File: config.mk
export PLATFORM = sky130hd
export DESIGN_NAME = alu_arbiter
export DESIGN_NICKNAME = d
export VERILOG_FILES = /design/src/rtl/alu_arb_pkg.sv /design/src/rtl/rr_arb2.sv /design/src/rtl/alu_arbiter.sv
export SDC_FILE = /design/constraint.sdc
export NUM_CORES = 1
export LEC_CHECK = 0
export BUFFER_PORTS_ARGS = -buffer_cell sky130_fd_sc_hd__buf_2
export CAP_MARGIN = 20
export CORE_AREA = 2 2 133 135
export CTS_BUF_LIST = sky130_fd_sc_hd__clkbuf_8
export CTS_CLUSTER_DIAMETER = 40
export CTS_CLUSTER_SIZE = 12
export DETAILED_ROUTE_END_ITERATION = 8
export DIE_AREA = 0 0 135 137
export PLACE_DENSITY_LB_ADDON = 0.12
export SYNTH_ARGS = -nofsm -noshare
export SYNTH_HDL_FRONTEND = slang
export SYNTH_SLANG_ARGS = --single-unit
File: constraint.sdc
create_clock -name i_clk -period 1.8 [get_ports i_clk]
set_input_delay 0.09 -clock i_clk [delete_from_list [all_inputs] [get_ports i_clk]]
set_output_delay 0.09 -clock i_clk [all_outputs]
set_load 0.1 [all_outputs]
File: src/rtl/alu_arb_pkg.sv
// rtl/alu_arb_pkg.sv - shared state encoding, ALU config codes and width defaults for alu_arbiter
package alu_arb_pkg;

    localparam int DATA_W_DEF = 32;
    localparam int CONF_W_DEF = 4;

    typedef enum logic [1:0] {
        ST_IDLE = 2'd0,
        ST_EXEC = 2'd1,
        ST_RESP = 2'd2
    } state_e;

    localparam logic [3:0] CONF_AND = 4'b0000;
    localparam logic [3:0] CONF_OR  = 4'b0001;
    localparam logic [3:0] CONF_ADD = 4'b0010;
    localparam logic [3:0] CONF_SUB = 4'b0011;
    localparam logic [3:0] CONF_SLT = 4'b0100;
    localparam logic [3:0] CONF_NOR = 4'b0101;
    localparam logic [3:0] CONF_XOR = 4'b0110;
    localparam logic [3:0] CONF_SLL = 4'b0111;
    localparam logic [3:0] CONF_SRL = 4'b1000;
    localparam logic [3:0] CONF_SRA = 4'b1001;

endpackage

File: src/rtl/rr_arb2.sv
// rtl/rr_arb2.sv - two-way round-robin grant; combinational, last grant held by the parent
module rr_arb2 (
    input  logic [1:0] valid_i,
    input  logic       last_grant_i,
    output logic [1:0] grant_o,
    output logic       winner_o
);

    always_comb begin
        winner_o = 1'b0;
        grant_o  = 2'b00;
        if (valid_i == 2'b11) begin
            winner_o = ~last_grant_i;
        end else begin
            winner_o = valid_i[1];
        end
        if (|valid_i) begin
            grant_o = {winner_o, ~winner_o};
        end
    end

endmodule

File: src/rtl/alu_arbiter.sv
// rtl/alu_arbiter.sv - shares one combinational ALU between two requesters; ALU_ARB_PERF_EN adds stall counters
module alu_arbiter
    import alu_arb_pkg::*;
#(
    parameter int DATA_W = DATA_W_DEF,
    parameter int CONF_W = CONF_W_DEF
) (
    input  logic              i_clk,
    input  logic              i_rst,
    input  logic              i_req0_valid,
    output logic              o_req0_ready,
    input  logic [CONF_W-1:0] i_req0_conf,
    input  logic              i_req0_sign,
    input  logic [DATA_W-1:0] i_req0_a,
    input  logic [DATA_W-1:0] i_req0_b,
    input  logic              i_req1_valid,
    output logic              o_req1_ready,
    input  logic [CONF_W-1:0] i_req1_conf,
    input  logic              i_req1_sign,
    input  logic [DATA_W-1:0] i_req1_a,
    input  logic [DATA_W-1:0] i_req1_b,
    output logic              o_rsp0_valid,
    output logic [DATA_W-1:0] o_rsp0_result,
    input  logic              i_rsp0_ready,
    output logic              o_rsp1_valid,
    output logic [DATA_W-1:0] o_rsp1_result,
    input  logic              i_rsp1_ready,
    output logic [CONF_W-1:0] o_alu_conf,
    output logic              o_alu_sign,
    output logic [DATA_W-1:0] o_alu_data_1,
    output logic [DATA_W-1:0] o_alu_data_2,
    input  logic [DATA_W-1:0] i_alu_result,
    output logic [15:0]       o_perf_wait0,
    output logic [15:0]       o_perf_wait1
);

    state_e              state_q, state_d;
    logic                last_grant_q;
    logic                owner_q;
    logic [CONF_W-1:0]   conf_q;
    logic                sign_q;
    logic [DATA_W-1:0]   a_q;
    logic [DATA_W-1:0]   b_q;
    logic [DATA_W-1:0]   result_q;
    logic [1:0]          grant;
    logic                winner;
    logic                accept;
    logic                owner_rsp_ready;

    rr_arb2 u_arb (
        .valid_i      ({i_req1_valid, i_req0_valid}),
        .last_grant_i (last_grant_q),
        .grant_o      (grant),
        .winner_o     (winner)
    );

    // Ready is offered only in IDLE, so a grant there is always an accepted transaction.
    assign accept          = (state_q == ST_IDLE) && (|grant);
    assign o_req0_ready    = accept & grant[0];
    assign o_req1_ready    = accept & grant[1];
    assign owner_rsp_ready = owner_q ? i_rsp1_ready : i_rsp0_ready;

    always_comb begin
        state_d = state_q;
        case (state_q)
            ST_IDLE: if (accept) state_d = ST_EXEC;
            ST_EXEC: state_d = ST_RESP;
            ST_RESP: if (owner_rsp_ready) state_d = ST_IDLE;
            default: state_d = ST_IDLE;
        endcase
    end

    always_ff @(posedge i_clk) begin
        if (i_rst) begin
            state_q      <= ST_IDLE;
            last_grant_q <= 1'b1;
            owner_q      <= 1'b0;
            conf_q       <= '0;
            sign_q       <= 1'b0;
            a_q          <= '0;
            b_q          <= '0;
            result_q     <= '0;
        end else begin
            state_q <= state_d;
            if (accept) begin
                owner_q      <= winner;
                last_grant_q <= winner;
                conf_q       <= winner ? i_req1_conf : i_req0_conf;
                sign_q       <= winner ? i_req1_sign : i_req0_sign;
                a_q          <= winner ? i_req1_a    : i_req0_a;
                b_q          <= winner ? i_req1_b    : i_req0_b;
            end
            if (state_q == ST_EXEC) begin
                result_q <= i_alu_result;
            end
        end
    end

    assign o_alu_conf    = conf_q;
    assign o_alu_sign    = sign_q;
    assign o_alu_data_1  = a_q;
    assign o_alu_data_2  = b_q;
    assign o_rsp0_valid  = (state_q == ST_RESP) && !owner_q;
    assign o_rsp1_valid  = (state_q == ST_RESP) && owner_q;
    assign o_rsp0_result = result_q;
    assign o_rsp1_result = result_q;

`ifdef ALU_ARB_PERF_EN
    logic [15:0] wait0_q, wait1_q;

    always_ff @(posedge i_clk) begin
        if (i_rst) begin
            wait0_q <= '0;
            wait1_q <= '0;
        end else begin
            if (i_req0_valid && !o_req0_ready && (wait0_q != 16'hFFFF)) wait0_q <= wait0_q + 16'd1;
            if (i_req1_valid && !o_req1_ready && (wait1_q != 16'hFFFF)) wait1_q <= wait1_q + 16'd1;
        end
    end

    assign o_perf_wait0 = wait0_q;
    assign o_perf_wait1 = wait1_q;
`else
    assign o_perf_wait0 = 16'd0;
    assign o_perf_wait1 = 16'd0;
`endif

endmodule

==> impl_metrics.ini, run 1 <==
[timing]
finalHoldViolCount = 0
final.setup.worst_slack_ns = 0.1074
grt_setup_unrepaired = no
finalSetupTns_ns = 0
tightest_slew_ns = 0.5889
period_needed_ns = 1.693
finClkSkew_ns = 0.01095
final_max_slew_viol_count = 0
relSlewSlack_pct = 60.74
finalSetupViolCount = 0
final.period_utilization_pct = 94.03
fmax_mhz = 590.8

[drt]
wirelength_mm = 18.85
drc_errors = 0
viasPerCell = 4.647
postRouteAntennaNets = 0
dr.first_iter.drc_count = 197
vias = 5888
drtPass1Iterations = 4
wl_per_cell_um = 14.88

[worst_hold_path]
whs_path_depth = 4
holdCritPathClass = in -> reg

[global_route]
grt_max_degree = 68
grt_pass1_wl_mm = 28.72
gr-total-overflow = 0
antenna_found_initial = 0
grt_pass1_vias = 5819
track_usage_pct = 19.41

[place]
dp_slack_ns = 0.3115
post_dp_cell_area_um2 = 6451
place_inst = 1082
dp_hpwl_mm = 11.68
gp_congestion = 0.7173
io_buffer_count = 312

[die]
die_w_um = 135
core-area_um2 = 17060
ios = 345
dieArea_um2 = 18500
rows = 48
start_util_pct = 28.78
die_h_um = 137

[cells_and_area]
fin_util_pct = 49.04
stdcell_count = 1267
antenna_cells = 0
layout-drive-gt1-share_pct = 34.64
stdcell_area_um2 = 8364
num-nets-final = 1214
nFillCells = 1645
area_delta_synth_final_pct = 70.41

[setup_path]
worstPathRequired_ns = 1.71
endpoint_kind = primary output
arrival_ns = 1.60
critPathMaxFanout = 51
worstRegToRegCells = 4
r2r_slack_ns = 0.37
critical_path_class = reg -> out
start_kind = flip-flop

[synthesis]
synth.avg_cell_area_um2 = 7.891
netlist_top_cells_count = nand2_1 (204), dfxtp_1 (105), a21oi_1 (102), buf_4 (64), a311oi_1 (59)
synth_cell_types = 26
synth_edf_count = 0
syn_area_um2 = 4908
synthFlopType = dfxtp_1
yosys.area.top_type = dfxtp_1
synthArstFlopShare_pct = 0
netlist_instances = 622
ys_seq_elements = 105
yosys_warnings = 0
yosysMostFrequentCell = nand2_1
synth_top_cell_area_share_pct = 42.82
synth_area_leaders = dfxtp_1 (43%), nand2_1 (16%), a311oi_1 (11%)
ys_seq_area_share_pct = 42.82

[clocking]
clk_pin_slew_ns = 0.10
htreeDepth = 3
cts_tree = built
clock-root-buffer = clkbuf_8
numCtsBuffers = 9
cts_buffer_depth = 2
clock-sinks = 105
worstSkewPairLatency_ns = 0.37

[power_and_ir_drop]
p_leak_nw = 3.971
ir_drop_uv = 455.9
p_per_area_nw_per_um2 = 1022

[job]
max_cap_violations = 0

[status]
status = finished clean
==> registers in the layout, summed over array words and instances, names as in the netlist <==
name           flops
last_grant_q       1
o_alu_conf         4
o_alu_data_1      32
o_alu_sign         1
state_q            2
o_alu_data_2      32
owner_q            1
o_rsp0_result     32
==> power breakdown <==
part	total [mW]	switching (mW)	internal, mW
logic	4.21	3.27	0.942
registers	2.72	0.146	2.58
clock network	1.61	0.810	0.804
==> placed cells by master (no fill, tap or decap) <==
cell type / n
nor2_1: 1
nor2b_1: 1
and2_2: 1
nand2b_1: 1
a21bo_2: 1
or2_2: 1
and3b_1: 1
conb_1: 32
a311oi_2: 10
a311oi_1: 59
a21boi_0: 1
mux2i_1: 1
clkbuf_8: 10
dfxtp_1: 104
bufinv_16: 2
nor3b_2: 1
nand3b_1: 1
inv_1: 2
dlygate4sd3_1: 170
clkinv_2: 1
buf_2: 309
dfxtp_2: 1
a221o_1: 1
nor3_4: 1
o21ba_2: 1
nor2_4: 2
nand2_1: 204
a21oi_1: 102
buf_4: 6
buf_12: 12
a21boi_4: 1
nor2b_2: 1
==> kinds of logic (layout without fill, tap and decap cells) <==
family | Yosys count | count (layout) | share of synthesized area (%)
buffers and inverters | 123 | 512 | 14.94
AOI/OAI and AO/OA | 176 | 176 | 24.90
DFF | 105 | 105 | 42.82
and+or+nand+nor | 216 | 216 | 17.05
other | 1 | 32 | 0.07640
muxes | 1 | 1 | 0.2039
==> per-stage QoR <==
stage	total power, mW	hold WS [ns]
floorplan	6.037	0.2260
global route	8.921	0.04412
detailed placement	6.698	0.3387
finish	8.549	0.05281
CTS	8.635	0.02501
global placement	6.700	0.3350
==> metal layers <==
metal	part of all wire, %	GRT usage, %	up-vias	wire length, µm
li1	-	-	2878	-
met1	40	22.26	2740	7581
met2	51	34.88	241	9605
met3	6.3	4.148	29	1197
met4	2.5	8.275	0	467
met5	0	0	-	0
==> worst paths after layout <==
path	start	to
hold reg to reg	o_rsp0_result[22]	o_rsp0_result[22]
setup / recovery	last_grant_q	o_req1_ready
hold / removal	i_rsp1_ready	state_q[1]
setup reg to reg	state_q[0]	o_alu_data_1[2]
==> final cells by class <==
class	instances	area [µm²]	share of cell area [%]
Multi-Input combinational cell	425	2236	26.73
Clock buffer	10	137.6	1.645
Clock inverter	5	72.57	0.8676
Timing Repair Buffer	497	3533	42.24
Sequential cell	105	2103	25.15
Tap cell	225	281.5	3.366
==> worst max-delay path: stages (launching register included) <==
cell and delay (ns):
dfxtp_1 0.37, a21bo_2 0.24, buf_12 0.20, nor3_4 0.21, buf_12 0.21
==> timing repair <==
action                     4_1_cts  5_1_grt
hold buffers                   170        0
setup endpoints to repair        0        1
setup buffers                    0        0
resized for setup                0        1
hold endpoints to repair       101        0
Note: power is estimated with default switching activity, not from simulation.
==> inputs of run 2 (changes only) <==
--- a/config.mk
+++ b/config.mk
@@ -13,7 +13,9 @@
 export CTS_CLUSTER_SIZE = 12
 export DETAILED_ROUTE_END_ITERATION = 8
 export DIE_AREA = 0 0 135 137
-export PLACE_DENSITY_LB_ADDON = 0.12
+export PLACE_DENSITY = 0.62
+export SKIP_LAST_GASP = 1
 export SYNTH_ARGS = -nofsm -noshare
 export SYNTH_HDL_FRONTEND = slang
 export SYNTH_SLANG_ARGS = --single-unit
+export TNS_END_PERCENT = 20
==> impl_metrics.ini, run 2 (synthesis results as in run 1) <==
[status]
status = finished clean

[die]
start_util_pct = 28.78
die_w_um = 135
dieArea_um2 = 18500
rows = 48
ios = 345
core-area_um2 = 17060
die_h_um = 137

[global_route]
grt_pass1_wl_mm = 29.02
track_usage_pct = 19.74
antenna_found_initial = 0
grt_max_degree = 67
gr-total-overflow = 0
grt_pass1_vias = 5772

[setup_path]
r2r_start = state_q[1]
critPathMaxFanout = 7
path_cells = nor3b_2 -> buf_2
path_buf_inv = 1
worstPathRequired_ns = 1.71
r2r-end = o_alu_data_2[1]
critical-path-top-delay-family = flip-flops
endpoint_kind = primary output
r2r_slack_ns = 0.24
critical_path_class = reg -> out
worstRegToRegCells = 4
start_kind = flip-flop
arrival_ns = 1.58
critPathSlowestCell = dfxtp_1
cpPeakStageDelay_ns = 0.54

[clocking]
cts_setup_buffers = 0
cts_buffer_depth = 2
clk_pin_slew_ns = 0.10
worstSkewPairLatency_ns = 0.38
cts_tree = built
clock-sinks = 105
clock-root-buffer = clkbuf_8
htreeDepth = 3
numCtsBuffers = 9

[worst_hold_path]
holdCritPathClass = in -> reg
min_to = state_q[1]
whs_path_depth = 4
hp-start = i_rsp0_ready

[timing]
relSlewSlack_pct = 50.67
final_max_slew_viol_count = 0
tightest_slew_ns = 0.7399
finalHoldViolCount = 0
hold_ws_ns = 0.03198
finClkSkew_ns = 0.01625
finalSetupViolCount = 0
grt_setup_unrepaired = no
final.period_utilization_pct = 92.61
period_needed_ns = 1.667
fmax_mhz = 599.9

[drt]
drtPass1Iterations = 5
drc_errors = 0
dr.first_iter.drc_count = 284
vias = 6044
postRouteAntennaNets = 0
wirelength_mm = 19.29
wl_per_cell_um = 15.23
viasPerCell = 4.770

[power_and_ir_drop]
ir_drop_uv = 583.4
p_per_area_nw_per_um2 = 1005
p_leak_nw = 3.930

[place]
place_inst = 1081
io_buffer_count = 312
dp_hpwl_mm = 11.69
gp_congestion = 0.7492

[job]
max_cap_violations = 0

[cells_and_area]
stdcell_count = 1267
multi_input_area_um2 = 2228
num-nets-final = 1213
layout-drive-gt1-share_pct = 34.45
area_delta_synth_final_pct = 68.49
final_cell_mix = buf_2 (309), nand2_1 (204), dlygate4sd3_1 (170), dfxtp_1 (105), a21oi_1 (102)
antenna_cells = 0
nFillCells = 1577
regArea_um2 = 2102
final_common_cell = buf_2
==> run 2: changes by cell type in the layout (fill, tap and decap cells not counted), sizes merged <==
| cell | delta |
|---|---|
| bufinv | -2 |
| clkinvlp | +1 |
| clkinv | +1 |
| buf | -1 |
| clkbuf | -1 |
| inv | +2 |
==> run 2: how the worst max path moves through the flow <==
stage	startpoint	endpoint	slack, ns	cells after the start
detailed placement	i_req0_valid	o_alu_data_2[13]	0.17	5
global route	state_q[1]	o_rsp1_valid	0.04	2
floorplan	last_grant_q	owner_q	-0.60	5
global placement	i_req0_valid	o_alu_data_1[0]	0.23	5
CTS	last_grant_q	o_req1_ready	0.04	4
finish	state_q[1]	o_rsp0_valid	0.13	2
==> run 2: power breakdown <==
part | total, mW | internal [mW] | switching (mW)
Sequential | 2.73 | 2.58 | 0.158
Clock | 1.38 | 0.506 | 0.875
Combinational | 4.20 | 0.925 | 3.27
Total | 8.31 | 4.01 | 4.31
==> run 2: per-layer routing <==
metal  up-vias  part of all wire [%]  track usage [%]
met5         -                     0                0
met2       346                    49            34.15
met1      2765                    40            23.05
li1       2882                     -                -
met4         0                   3.3            9.722
met3        51                   8.1            4.444
==> run 2: per-stage QoR <==
stage	power (mW)	area, µm²	util, %	setup TNS, ns	setup WS [ns]
floorplan	6.030	5035	-	-1.514	-0.6047
global placement	6.657	6392	37.48	0	0.2315
detailed placement	6.671	6392	37.48	0	0.1691
CTS	8.349	8264	48.45	0	0.03721
global route	8.657	8270	48.49	0	0.04314
finish	8.314	8270	48.49	0	0.1331
==> run 2: final cells by class <==
class	count	share of cell area [%]
timing repair buffer	496	42.18
multi-input combinational	425	26.94
sequential	105	25.42
tap	225	3.404
clock buffer	9	1.498
clock inverter	7	0.5598
==> run 2: worst reg2reg max path, cell delays in order, from the launching register on <==
cell	delay (ns)
dfxtp_1	0.54
nor2_4	0.09
and2_2	0.19
buf_4	0.26
a311oi_1	0.38
==> run 2: timing repair <==
item / CTS / global route
hold buffers: 170 / 0
setup endpoints to repair: 0 / 1
hold endpoints to repair: 101 / 0
gates resized for setup: 0 / 1
==> inputs of run 3 (changes only) <==
==> constraint.sdc (replaced) <==
create_clock -name i_clk -period 1.9 [get_ports i_clk]
set_input_delay 0.095 -clock i_clk [delete_from_list [all_inputs] [get_ports i_clk]]
set_output_delay 0.095 -clock i_clk [all_outputs]
set_load 0.1 [all_outputs]
==> impl_metrics.ini, run 3 (synthesis results as in run 1) <==
[die]
rows = 48
dieArea_um2 = 18500
die_h_um = 137
start_util_pct = 28.78
core-area_um2 = 17060
ios = 345
die_w_um = 135

[clocking]
clock-root-buffer = clkbuf_8
cts_setup_buffers = 0
worstSkewPairLatency_ns = 0.39
postCtsHoldBufs = 170
clk_pin_slew_ns = 0.11
cts_buffer_depth = 2
post_cts_resized = 0
cts_tree = built
clock-sinks = 105
htreeDepth = 3
numCtsBuffers = 9

[timing]
final_max_slew_viol_count = 0
finalSetupViolCount = 0
final.setup.worst_slack_ns = 0.1226
finalHoldViolCount = 0
fmax_mhz = 562.6
period_needed_ns = 1.777
final.period_utilization_pct = 93.55
relSlewSlack_pct = 62.24
tightest_slew_ns = 0.5703
finalSetupTns_ns = 0
finClkSkew_ns = 0.01119
grt_setup_unrepaired = no

[cells_and_area]
stdcell_count = 1266
nFillCells = 1602
final_cell_mix = buf_2 (310), nand2_1 (204), dlygate4sd3_1 (170), dfxtp_1 (105), a21oi_1 (102)
area_delta_synth_final_pct = 67.96
antenna_cells = 0
stdcell_area_um2 = 8244
layout-drive-gt1-share_pct = 34.58
final_common_cell = buf_2
num-nets-final = 1212

[worst_hold_path]
whs_path_depth = 4
holdCritPathClass = in -> reg

[drt]
vias = 5916
drtPass1Iterations = 4
drc_errors = 0
postRouteAntennaNets = 0
wl_per_cell_um = 15.24
wirelength_mm = 19.30
viasPerCell = 4.673
dr.first_iter.drc_count = 284

[global_route]
grt_max_degree = 106
grt_pass1_wl_mm = 28.80
gr-total-overflow = 0
grt_pass1_vias = 5714
track_usage_pct = 19.77
antenna_found_initial = 0

[power_and_ir_drop]
ir_drop_uv = 535.9
p_leak_nw = 3.926
p_per_area_nw_per_um2 = 978.0
total_power_mw = 8.063

[place]
dp_hpwl_mm = 11.73
post_dp_cell_area_um2 = 6332
gp_congestion = 0.7638
place_inst = 1080
io_buffer_count = 312
dp_slack_ns = 0.3905

[job]
max_cap_violations = 0

[setup_path]
worstRegToRegCells = 4
critPathMaxFanout = 5
critical_path_class = reg -> out
arrival_ns = 1.68
r2r_slack_ns = 0.39
start_kind = flip-flop
endpoint_kind = primary output
worstPathRequired_ns = 1.80

[status]
status = finished clean
-- run 3: cell type report --
cell class                      instances  area, µm²  area share, %
Sequential cell                       105       2102          25.50
Clock buffer                           10      137.6          1.669
Multi-Input combinational cell        425       2222          26.95
Tap cell                              225      281.5          3.415
Timing Repair Buffer                  495       3428          41.58
Clock inverter                          6      72.57         0.8803
-- run 3: metrics by stage --
step,util [%],hold WS (ns)
floorplan,-,0.2310
global placement,37.13,0.3375
detailed placement,37.13,0.3416
CTS,48.33,0.01200
global route,48.33,0.04772
finish,48.33,0.04586
-- run 3: worst max-delay path, cell delays in order, from the launching register on --
cell and delay [ns]:
dfxtp_1 0.37, a21bo_2 0.27, nor3_2 0.19, buf_2 0.47
-- run 3: worst paths after layout --
path | from | to
setup / recovery | last_grant_q | o_req1_ready
hold / removal | i_rsp0_ready | state_q[1]
setup reg to reg | state_q[1] | o_alu_data_1[18]
hold reg to reg | o_rsp0_result[5] | o_rsp0_result[5]
-- run 3: power by group --
part	internal [mW]	switching [mW]	total (mW)
logic	0.850	3.09	3.94
clock network	0.669	0.867	1.54
registers	2.44	0.148	2.59
-- run 3: layer usage --
layer  vias up  part of all wire [%]  GRT usage, %
li1       2878                     -             -
met1      2716                    40         22.23
met2       287                    50         35.53
met3        35                   7.1         4.778
met4         0                   2.8         8.681
met5         -                     0             0
